**config.mk**
```make
export PLATFORM = sky130hd
export DESIGN_NAME = fetch_unit
export DESIGN_NICKNAME = d
export VERILOG_FILES = /design/src/rtl/riscv_pipe_pkg.sv /design/src/rtl/fetch_queue.sv /design/src/rtl/fetch_unit.sv
export SDC_FILE = /design/constraint.sdc
export NUM_CORES = 1
export LEC_CHECK = 0
export BUFFER_PORTS_ARGS = -buffer_cell sky130_fd_sc_hd__buf_4
export CAP_MARGIN = 0
export CORE_ASPECT_RATIO = 1.25
export CORE_MARGIN = 5
export CORE_UTILIZATION = 60
export DETAILED_ROUTE_END_ITERATION = 16
export GPL_ROUTABILITY_DRIVEN = 0
export HOLD_SLACK_MARGIN = 0.02
export PLACE_DENSITY_LB_ADDON = 0.1
export SLEW_MARGIN = 20
export SYNTH_ARGS = -nofsm -noshare
export SYNTH_HDL_FRONTEND = slang
export SYNTH_SLANG_ARGS = --single-unit
```
**constraint.sdc**
```tcl
create_clock -name clk_i -period 11.2 [get_ports clk_i]
set_input_delay 0.56 -clock clk_i [delete_from_list [all_inputs] [get_ports clk_i]]
set_output_delay 0.56 -clock clk_i [all_outputs]
set_load 0.01 [all_outputs]
```
**src/rtl/riscv_pipe_pkg.sv**
```systemverilog
// Shared pipeline definitions: word width, the canonical NOP encoding and the
// fetch-queue entry layout.
package riscv_pipe_pkg;

    localparam int XLEN = 32;

    // addi x0, x0, 0 style bubble: add x0, x0, x0
    localparam logic [XLEN-1:0] NOP                = 32'h0000_0033;
    localparam logic [XLEN-1:0] RESET_ADDR_DEFAULT = 32'h0000_0000;

    typedef struct packed {
        logic [XLEN-1:0] pc;
        logic [XLEN-1:0] instr;
    } fqEntry_t;

endpackage

```
**src/rtl/fetch_queue.sv**
```systemverilog
// Small synchronous FIFO of {pc, instr} pairs between instruction memory and FD.
// Flush beats push; popping an empty queue does nothing.
module fetch_queue
    import riscv_pipe_pkg::*;
#(
    parameter int DEPTH = 2,
    localparam int AW = (DEPTH > 1) ? $clog2(DEPTH) : 1
) (
    input  logic      clk_i,
    input  logic      reset_i,
    input  logic      push,
    input  fqEntry_t  pushData,
    input  logic      pop,
    input  logic      flush,
    output fqEntry_t  head,
    output logic [AW:0] count
);

    localparam logic [AW:0] FULL = (AW + 1)'(DEPTH);

    fqEntry_t      mem [DEPTH];
    logic [AW-1:0] rdPtr;
    logic [AW-1:0] wrPtr;
    logic          doPop;

    function automatic logic [AW-1:0] nextPtr(input logic [AW-1:0] p);
        return (p == AW'(DEPTH - 1)) ? '0 : p + 1'b1;
    endfunction

    assign doPop = pop && (count != '0);
    assign head  = mem[rdPtr];

    always_ff @(posedge clk_i) begin
        if (!reset_i || flush) begin
            rdPtr <= '0;
            wrPtr <= '0;
            count <= '0;
        end else begin
            if (push) wrPtr <= nextPtr(wrPtr);
            if (doPop) rdPtr <= nextPtr(rdPtr);
            case ({push, doPop})
                2'b10:   count <= count + 1'b1;
                2'b01:   count <= count - 1'b1;
                default: count <= count;
            endcase
        end
    end

    // Storage needs no reset: entries are only visible once counted.
    always_ff @(posedge clk_i) begin
        if (reset_i && !flush && push) mem[wrPtr] <= pushData;
    end

    always_ff @(posedge clk_i) begin
        if (reset_i && !flush && push && !doPop) assert (count != FULL);
    end

endmodule

```
**src/rtl/fetch_unit.sv**
```systemverilog
// Instruction-fetch stage: owns the PC, keeps up to FQ_DEPTH requests in flight,
// drops wrong-path responses after redirects and feeds the FD register.
module fetch_unit
    import riscv_pipe_pkg::*;
#(
    parameter logic [XLEN-1:0] RESET_ADDR = RESET_ADDR_DEFAULT,
    parameter int              FQ_DEPTH   = 2
) (
    input  logic            clk_i,
    input  logic            reset_i,
    input  logic            F_stall_i,
    input  logic            D_flush_i,
    input  logic            D_predictPC_i,
    input  logic [XLEN-1:0] D_PCprediction_i,
    input  logic            E_correctPC_i,
    input  logic [XLEN-1:0] E_PCcorrection_i,
    output logic            imem_req_o,
    output logic [XLEN-1:0] imem_addr_o,
    input  logic            imem_gnt_i,
    input  logic            imem_rvalid_i,
    input  logic [XLEN-1:0] imem_rdata_i,
    output logic [XLEN-1:0] FD_PC_o,
    output logic [XLEN-1:0] FD_instr_o,
    output logic            FD_nop_o
);

    localparam int QAW = (FQ_DEPTH > 1) ? $clog2(FQ_DEPTH) : 1;
    // Outstanding can reach 2*FQ_DEPTH (live plus to-be-discarded); the sum
    // with the queue count must not wrap.
    localparam int              CW      = QAW + 2;
    localparam logic [CW-1:0]   DEPTH_C = CW'(FQ_DEPTH);

    logic [XLEN-1:0] fetchPc;
    logic [XLEN-1:0] respPc;
    logic [XLEN-1:0] target;
    logic [CW-1:0]   outstanding;
    logic [CW-1:0]   discard;
    logic [CW-1:0]   inFlight;
    logic [QAW:0]    qCount;
    fqEntry_t        qHead;
    fqEntry_t        rspEntry;
    logic            redirect;
    logic            grant;
    logic            rspBeat;
    logic            accepted;
    logic            fdLoad;
    logic            fdBubble;
    logic            qPop;
    logic            qPush;
    logic            bypass;

    assign redirect = E_correctPC_i || (D_predictPC_i && !F_stall_i);
    assign target   = E_correctPC_i ? E_PCcorrection_i : D_PCprediction_i;

    // Memory handshake: a request transfers on any cycle with imem_req_o and
    // imem_gnt_i both high; until then imem_addr_o stays put. Responses come
    // back in order, one per imem_rvalid_i beat, with no back-pressure.
    assign inFlight    = CW'(qCount) + outstanding - discard;
    assign imem_req_o  = reset_i && !redirect && (inFlight < DEPTH_C);
    assign imem_addr_o = fetchPc;
    assign grant       = imem_req_o && imem_gnt_i;

    // Beats with nothing outstanding are leftovers from before a reset.
    assign rspBeat  = reset_i && imem_rvalid_i && (outstanding != '0);
    assign accepted = rspBeat && (discard == '0);
    assign rspEntry = '{pc: respPc, instr: imem_rdata_i};

    assign fdLoad   = !F_stall_i;
    assign fdBubble = D_flush_i || redirect;
    assign qPop     = fdLoad && !fdBubble;
    assign bypass   = fdLoad && !fdBubble && (qCount == '0) && accepted;
    assign qPush    = accepted && !bypass;

    fetch_queue #(
        .DEPTH (FQ_DEPTH)
    ) u_queue (
        .clk_i    (clk_i),
        .reset_i  (reset_i),
        .push     (qPush),
        .pushData (rspEntry),
        .pop      (qPop),
        .flush    (redirect),
        .head     (qHead),
        .count    (qCount)
    );

    always_ff @(posedge clk_i) begin
        if (!reset_i) begin
            fetchPc     <= RESET_ADDR;
            respPc      <= RESET_ADDR;
            outstanding <= '0;
            discard     <= '0;
            FD_PC_o     <= '0;
            FD_instr_o  <= NOP;
            FD_nop_o    <= 1'b1;
        end else begin
            outstanding <= outstanding + CW'(grant) - CW'(rspBeat);
            if (redirect) begin
                fetchPc <= target;
                respPc  <= target;
                // Everything still in flight after this cycle is wrong-path.
                discard <= outstanding - CW'(rspBeat);
            end else begin
                if (grant)    fetchPc <= fetchPc + 32'd4;
                if (accepted) respPc  <= respPc + 32'd4;
                if (rspBeat && (discard != '0)) discard <= discard - 1'b1;
            end

            if (fdLoad) begin
                if (!fdBubble && (qCount != '0)) begin
                    FD_PC_o    <= qHead.pc;
                    FD_instr_o <= qHead.instr;
                    FD_nop_o   <= 1'b0;
                end else if (bypass) begin
                    FD_PC_o    <= rspEntry.pc;
                    FD_instr_o <= rspEntry.instr;
                    FD_nop_o   <= 1'b0;
                end else begin
                    FD_instr_o <= NOP;
                    FD_nop_o   <= 1'b1;
                end
            end
        end
    end

endmodule

```
After elaboration in Yosys (flattened, before gate mapping)
Memories as Yosys holds them, arrays and structs flattened. A register that Yosys moved wholly into a read port is not among the register bits.
Cells that the tools add are included.
{ "word_totals": {"rom_bits": 0, "latchBits": 0, "ram_bits": 128, "word_cells": 81, "ff_bits": 139, "mem_count": 1, "input_bits": 104} }
{ "mem_list": {"columns": ["memory", "depth", "word_bits", "rd", "rd_clocked_by_memory_dff", "wr", "line", "source"], "rows": [
  ["u_queue.mem", 2, 64, 1, 1, 1, "fetch_queue.sv:21", "fqEntry_t mem [DEPTH];"]
]} }
{ "op_classes": {"n_bitwise": 1, "order_cmp": 1, "reduce_logical": 34, "n_addsub": 12, "div_mod_pow": 0, "shift": 0, "n_eq_ne": 2, "n_mul": 0, "n_mux": 20} }
{ "op_table": {"columns": ["cell", "n"], "rows": [
  ["$mux W32", 9],
  ["$add A32 B3 Y32 const B", 2],
  ["$logic_and A1 B1 Y1", 15],
  ["$reduce_bool A2 Y1", 6],
  ["$mux W1", 8],
  ["$mux W3", 2],
  ["$reduce_bool A3 Y1", 2],
  ["$sub A3 B1 Y3", 2],
  ["$logic_not A1 Y1", 5],
  ["$pmux W2 S2", 1],
  ["$add A2 B3 Y3", 1],
  ["$add A3 B1 Y3", 1],
  ["$logic_not A3 Y1", 1],
  ["$logic_or A1 B1 Y1", 3],
  ["$lt A3 B2 Y1 const B", 1],
  ["$sub A3 B1 Y3 const B", 1],
  ["$sub A3 B3 Y3", 1],
  ["$add A1 B1 Y1 const B", 2],
  ["$add A2 B1 Y2 const B", 1],
  ["$eq A2 B1 Y1 const B", 1],
  ["$eq A2 B2 Y1 const B", 1],
  ["$logic_not A2 Y1", 1],
  ["$reduce_and A2 Y1", 1],
  ["$sub A2 B1 Y2 const B", 1],
  ["$not A1 Y1", 1]
]} }

Logic depth before layout (Yosys ltp)
{ "depth": {"ltp_word": 13, "depth_mapped": 16, "depth_no_buf": 16} }

By module
Synthesis repeated with hierarchy kept, for this count alone.
{ "hier_totals": {"hier_cells": 1098, "hier_area_um2": 11833.8} }
{ "modules_own_cells": {"columns": ["mod", "cells_per_inst", "area_each_um2", "n_inst"], "rows": [
  ["fetch_unit", 876, 7009.2, 1],
  ["fetch_queue", 222, 4824.6, 1]
]} }

Worst setup path after synthesis
Ideal clock, no wire load.
{ "synth_timing": {"kind": "input to register", "from": "in imem_rvalid_i", "to": "mem u_queue.mem[0][0] (netlist name) (enable)", "required_ps": 10635, "setup_time_ps": 565, "stages": 7, "arrival_ps": 6030, "setup_slack_ps": 4605, "path_cell_list": "o311a_1 -> clkbuf_1 -> and2_1 -> clkbuf_1 -> buf_2 -> nand2_1 -> nor3_1"} }
{ "synth_via": {"elab_chain_cells": 9} }
{ "synth_rtl": {"columns": ["item", "line", "source"], "rows": [
  ["start: declaration", "fetch_unit.sv:20", "input logic imem_rvalid_i,"],
  ["$logic_and A1 B1 Y1 (*) (2 in series)", "fetch_unit.sv:64", "assign rspBeat = reset_i && imem_rvalid_i && (outstanding != '0);"],
  ["$logic_and A1 B1 Y1 (*)", "fetch_unit.sv:65", "assign accepted = rspBeat && (discard == '0);"],
  ["$logic_and A1 B1 Y1", "fetch_unit.sv:71", "assign bypass = fdLoad && !fdBubble && (qCount == '0) && accepted;"],
  ["$logic_not A1 Y1", "fetch_unit.sv:72", "assign qPush = accepted && !bypass;"],
  ["$logic_and A1 B1 Y1 (*)", "fetch_unit.sv:72", null],
  ["$logic_and A1 B1 Y1 (*)", "fetch_queue.sv:51", "if (reset_i && !flush && push) mem[wrPtr] <= pushData;"],
  ["$mux W1 (*)", "fetch_queue.sv:51", null],
  ["$mux W1 (implied by the code) (*)", "fetch_queue.sv:51", null],
  ["end: declaration", "fetch_queue.sv:21", null]
]} }
Every way passes the cells marked *; elsewhere a longest branch is shown, timed or not.

Final worst setup path
{ "layout_timing": {"from": "reg outstanding[1]", "to": "reg outstanding[2]"} }
{ "layout_via": {"elab_chain_cells": 7} }
{ "layout_rtl": {"columns": ["item", "line", "source"], "rows": [
  ["start: declaration", "fetch_unit.sv:36", "logic [CW-1:0] outstanding;"],
  ["start signal: assignment", "fetch_unit.sv:97", "outstanding <= outstanding + CW'(grant) - CW'(rspBeat);"],
  ["$add A2 B3 Y3", "fetch_unit.sv:58", "assign inFlight = CW'(qCount) + outstanding - discard;"],
  ["$sub A3 B3 Y3", "fetch_unit.sv:58", null],
  ["$lt A3 B2 Y1", "fetch_unit.sv:59", "assign imem_req_o = reset_i && !redirect && (inFlight < DEPTH_C);"],
  ["$logic_and A1 B1 Y1", "fetch_unit.sv:59", null],
  ["$logic_and A1 B1 Y1", "fetch_unit.sv:61", "assign grant = imem_req_o && imem_gnt_i;"],
  ["$add A3 B1 Y3", "fetch_unit.sv:97", null],
  ["$sub A3 B1 Y3 (*)", "fetch_unit.sv:97", null]
]} }
Marked as above.
A chain may end at the register's enable or synchronous reset.

==> summary.txt <==
Launching element type of the critical path: register
First-pass GRT wire length: 48.6 mm
Maximum number of pins on one net before global-route repair: 84
Placement-stage cell area: 0.0132 sq mm
TritonCTS clock tree: yes
Nature of the critical path endpoint: register
Max Clk Rate: 218 MHz
Routed Wire Length: 30.8 mm
Clock root buffer master: clkbuf_16
Asr flop ratio synth: 0%
Setup fix buffers added after clock tree synthesis: 0
YS warnings: 0
Highest net fanout along the worst path: 13
Number of nets produced by synthesis: 1165
Category of cells accounting for the largest share of critical-path delay: adder cells
Ordered list of cells on the worst path: inv_1 -> fa_1 -> fa_1 -> xor2_1 -> xor2_1 -> nor2_1 -> inv_1 -> ha_1 -> inv_1 -> ha_1 -> inv_1 -> fa_1 -> xnor2_1 -> xnor2_1 -> nor2_1
H-tree level count: 1
Number of global-route vias before repair: 9287
Critical path class: register to register
Clock latency reported for the late side of the worst-skew pair: 0.53 ns
Source of the worst register-to-register timing path: outstanding[1]
Non-filler cells, final: 1468
Max-slew violations: 0
Initial antenna violation count: 1
Worst Reg-to-Reg Cells: 15
CP Capture Point: outstanding[2]
Power density cells: 160 mW/mm^2
Met3 WL: 2.65 mm
Result of the run: finished, final reports clean
Critical Path Slowest Stage Cell: xor2_1
Die X-Extent: 134 um
1st-iter DRT viols: 938
Commonest non-fill, non-tap cell in the layout: buf_4
Setup repair after global routing missed its margin: false
WL/cell: 21.0 um
Origin of the worst setup path: outstanding[1]
Total of flip-flops plus latches after synthesis: 266
Final nets: 1334
Total overflow reported by the global router: 0
Starting density of the core: 61.3%
Path length in cells of the critical path: 15
Post-layout minimum cycle time: 4.58 ns
Required time of the critical path: 11.58 ns
Total number of vias: 9325
Number of rows in the core area: 56
Number of port buffers: 201
Setup total negative slack: 0 ns
Die area: 0.0222 sq mm
Cts-stage hold buffer count: 0
Filler cell count in the final layout: 1348
Drt pass-1 iters: 6
Diode count: 0
Buffer depth of the longest clock path: 3
Mean post-synth cell area: 11.1 sq um
Distinct cells, synth: 66
Most repeated library cell on the critical path: inv_1
Worst max-slew margin expressed relative to the limit: 29.5%
Worst IR Drop VDD: 120 uV
Vias/cell: 6.35
Sequential element share of the synthesized area: 57.0%
Met2 WL: 15.1 mm
Resized Gates After CTS: 0
Top_reg_cell synth: dfxtp_1
Boundary Pins: 202
Count of maximum capacitance violations: 0
Total setup violations reported at the end of the flow: 0
Area of the core: 0.0189 sq mm
Reg clk slew, reported paths: 0.07 ns
Fraction of layout instances using a drive strength above 1: 24.9%
Period Utilization, post-route: 40.9%
Routed metal-1 wirelength: 12.1 mm
Post-synth EDFFs: 128
Reg-to-reg slack, setup: 6.62 ns
Remaining antenna violation count: 0
Clk_skew: 0.0174 ns
Detailed-placement wirelength estimate: 20.4 mm
DRC errors left: 0
Classification of the worst-slack hold path: input port to register
Overall die height: 165 um
Leakage power figure: 0.00496 uW
Cells after Synth: 1048
Number of buffers and inverters on the critical path: 4
Total routing resource utilization after global routing: 27.1%
Capture instance of the worst register-to-register path: outstanding[2]
Pin slew with the least headroom to its limit: 1.06 ns
Cell area after synthesis: 0.0116 sq mm
CP peak stage delay: 0.79 ns
Number of buffers created by CTS: 25
DR top layer: met5
Number of placed instances with taps included: 1422
Final design instance area without fill: 0.0141 sq mm
Utilization of the core after routing: 74.6%
Number of endpoints with negative hold slack in the final report: 0
Clock net sink count: 266
Highest-count cells in the layout ignoring fill and taps: buf_4, dfxtp_1, edfxtp_1
CP arrival: 4.96 ns
Signed area change from the synthesized netlist to the final layout: 21.7%
==> layout make-up <==
type	count	area (sq um)	share of cell area, %
flip-flops and latches	266	6610	46.8
multi-input cells	696	4700	33.3
repair buffers	211	1580	11.2
clock buffers	28	647	4.58
well taps	232	290	2.06
clock inverters	18	224	1.59
inverters	17	63.8	0.452
==> cell families (layout without fill, tap and decap cells) <==
family,Yosys count,in the layout,synth area share (%)
flops,266,266,57.0
mux,71,71,6.45
buf+inv,86,274,2.92
compound gates,249,249,15.1
simple gates,320,320,13.7
fa+ha+maj,13,13,1.60
xor+xnor,43,43,3.25
==> routing by layer <==
layer | vias up | track usage, %
li1 | 4341 | -
met1 | 4436 | 35.1
met2 | 471 | 46.6
met3 | 75 | 3.97
met4 | 2 | 9.86
met5 | - | 0
==> cells in the mapped netlist (all sizes together) (17+ instances only) <==
cell / number / area (sq um)
mux2: 30 / 338
nand4: 26 / 169
nor2: 55 / 206
mux2i: 41 / 410
nor3: 22 / 110
o221ai: 17 / 149
o21ai: 17 / 85.1
a222oi: 28 / 280
o211ai: 37 / 278
a21oi: 85 / 425
dfxtp: 138 / 2760
xnor2: 29 / 254
nand2: 103 / 387
clkbuf: 54 / 204
edfxtp: 128 / 3840
nand3: 40 / 200
==> power breakdown <==
group	switching (uW)	leakage [uW]	internal [uW]	total (uW)
clock network	361	0.000425	532	894
logic	166	0.00224	104	270
registers	41.8	0.00229	1050	1090
==> through the flow <==
step / hold slack (ns) / power, uW / setup WS [ns]
4_1_cts: 0.211 / 2260 / 6.69
3_5_place_dp: 0.449 / 1370 / 6.73
3_3_place_gp: 0.444 / 1370 / 6.92
5_1_grt: 0.212 / 2340 / 6.32
2_1_floorplan: 0.471 / 1270 / 4.61
6_report: 0.228 / 2250 / 6.62
==> worst min-delay path by stage <==
stage / start / endpoint / slack [ns] / depth (start not counted)
floorplan: respPc[30] / u_queue.mem[0][62] / 0.47 / 0
global placement: FD_PC_o[13] / FD_PC_o[13] / 0.44 / 2
detailed placement: FD_PC_o[11] / FD_PC_o[11] / 0.45 / 2
CTS: imem_rdata_i[21] / u_queue.mem[1][21] / 0.21 / 1
global route: imem_rdata_i[21] / u_queue.mem[1][21] / 0.21 / 1
finish: imem_rdata_i[21] / u_queue.mem[1][21] / 0.23 / 1
==> sequential cells by signal, summed over array words and instances (netlist names), named ones only <==
register       cells
FD_nop_o           1
u_queue.rdPtr      1
FD_instr_o        32
u_queue.wrPtr      1
u_queue.mem      128
imem_addr_o       31
respPc            31
u_queue.count      2
outstanding        3
FD_PC_o           32
discard            3
Power figures use the tool's default switching activity.
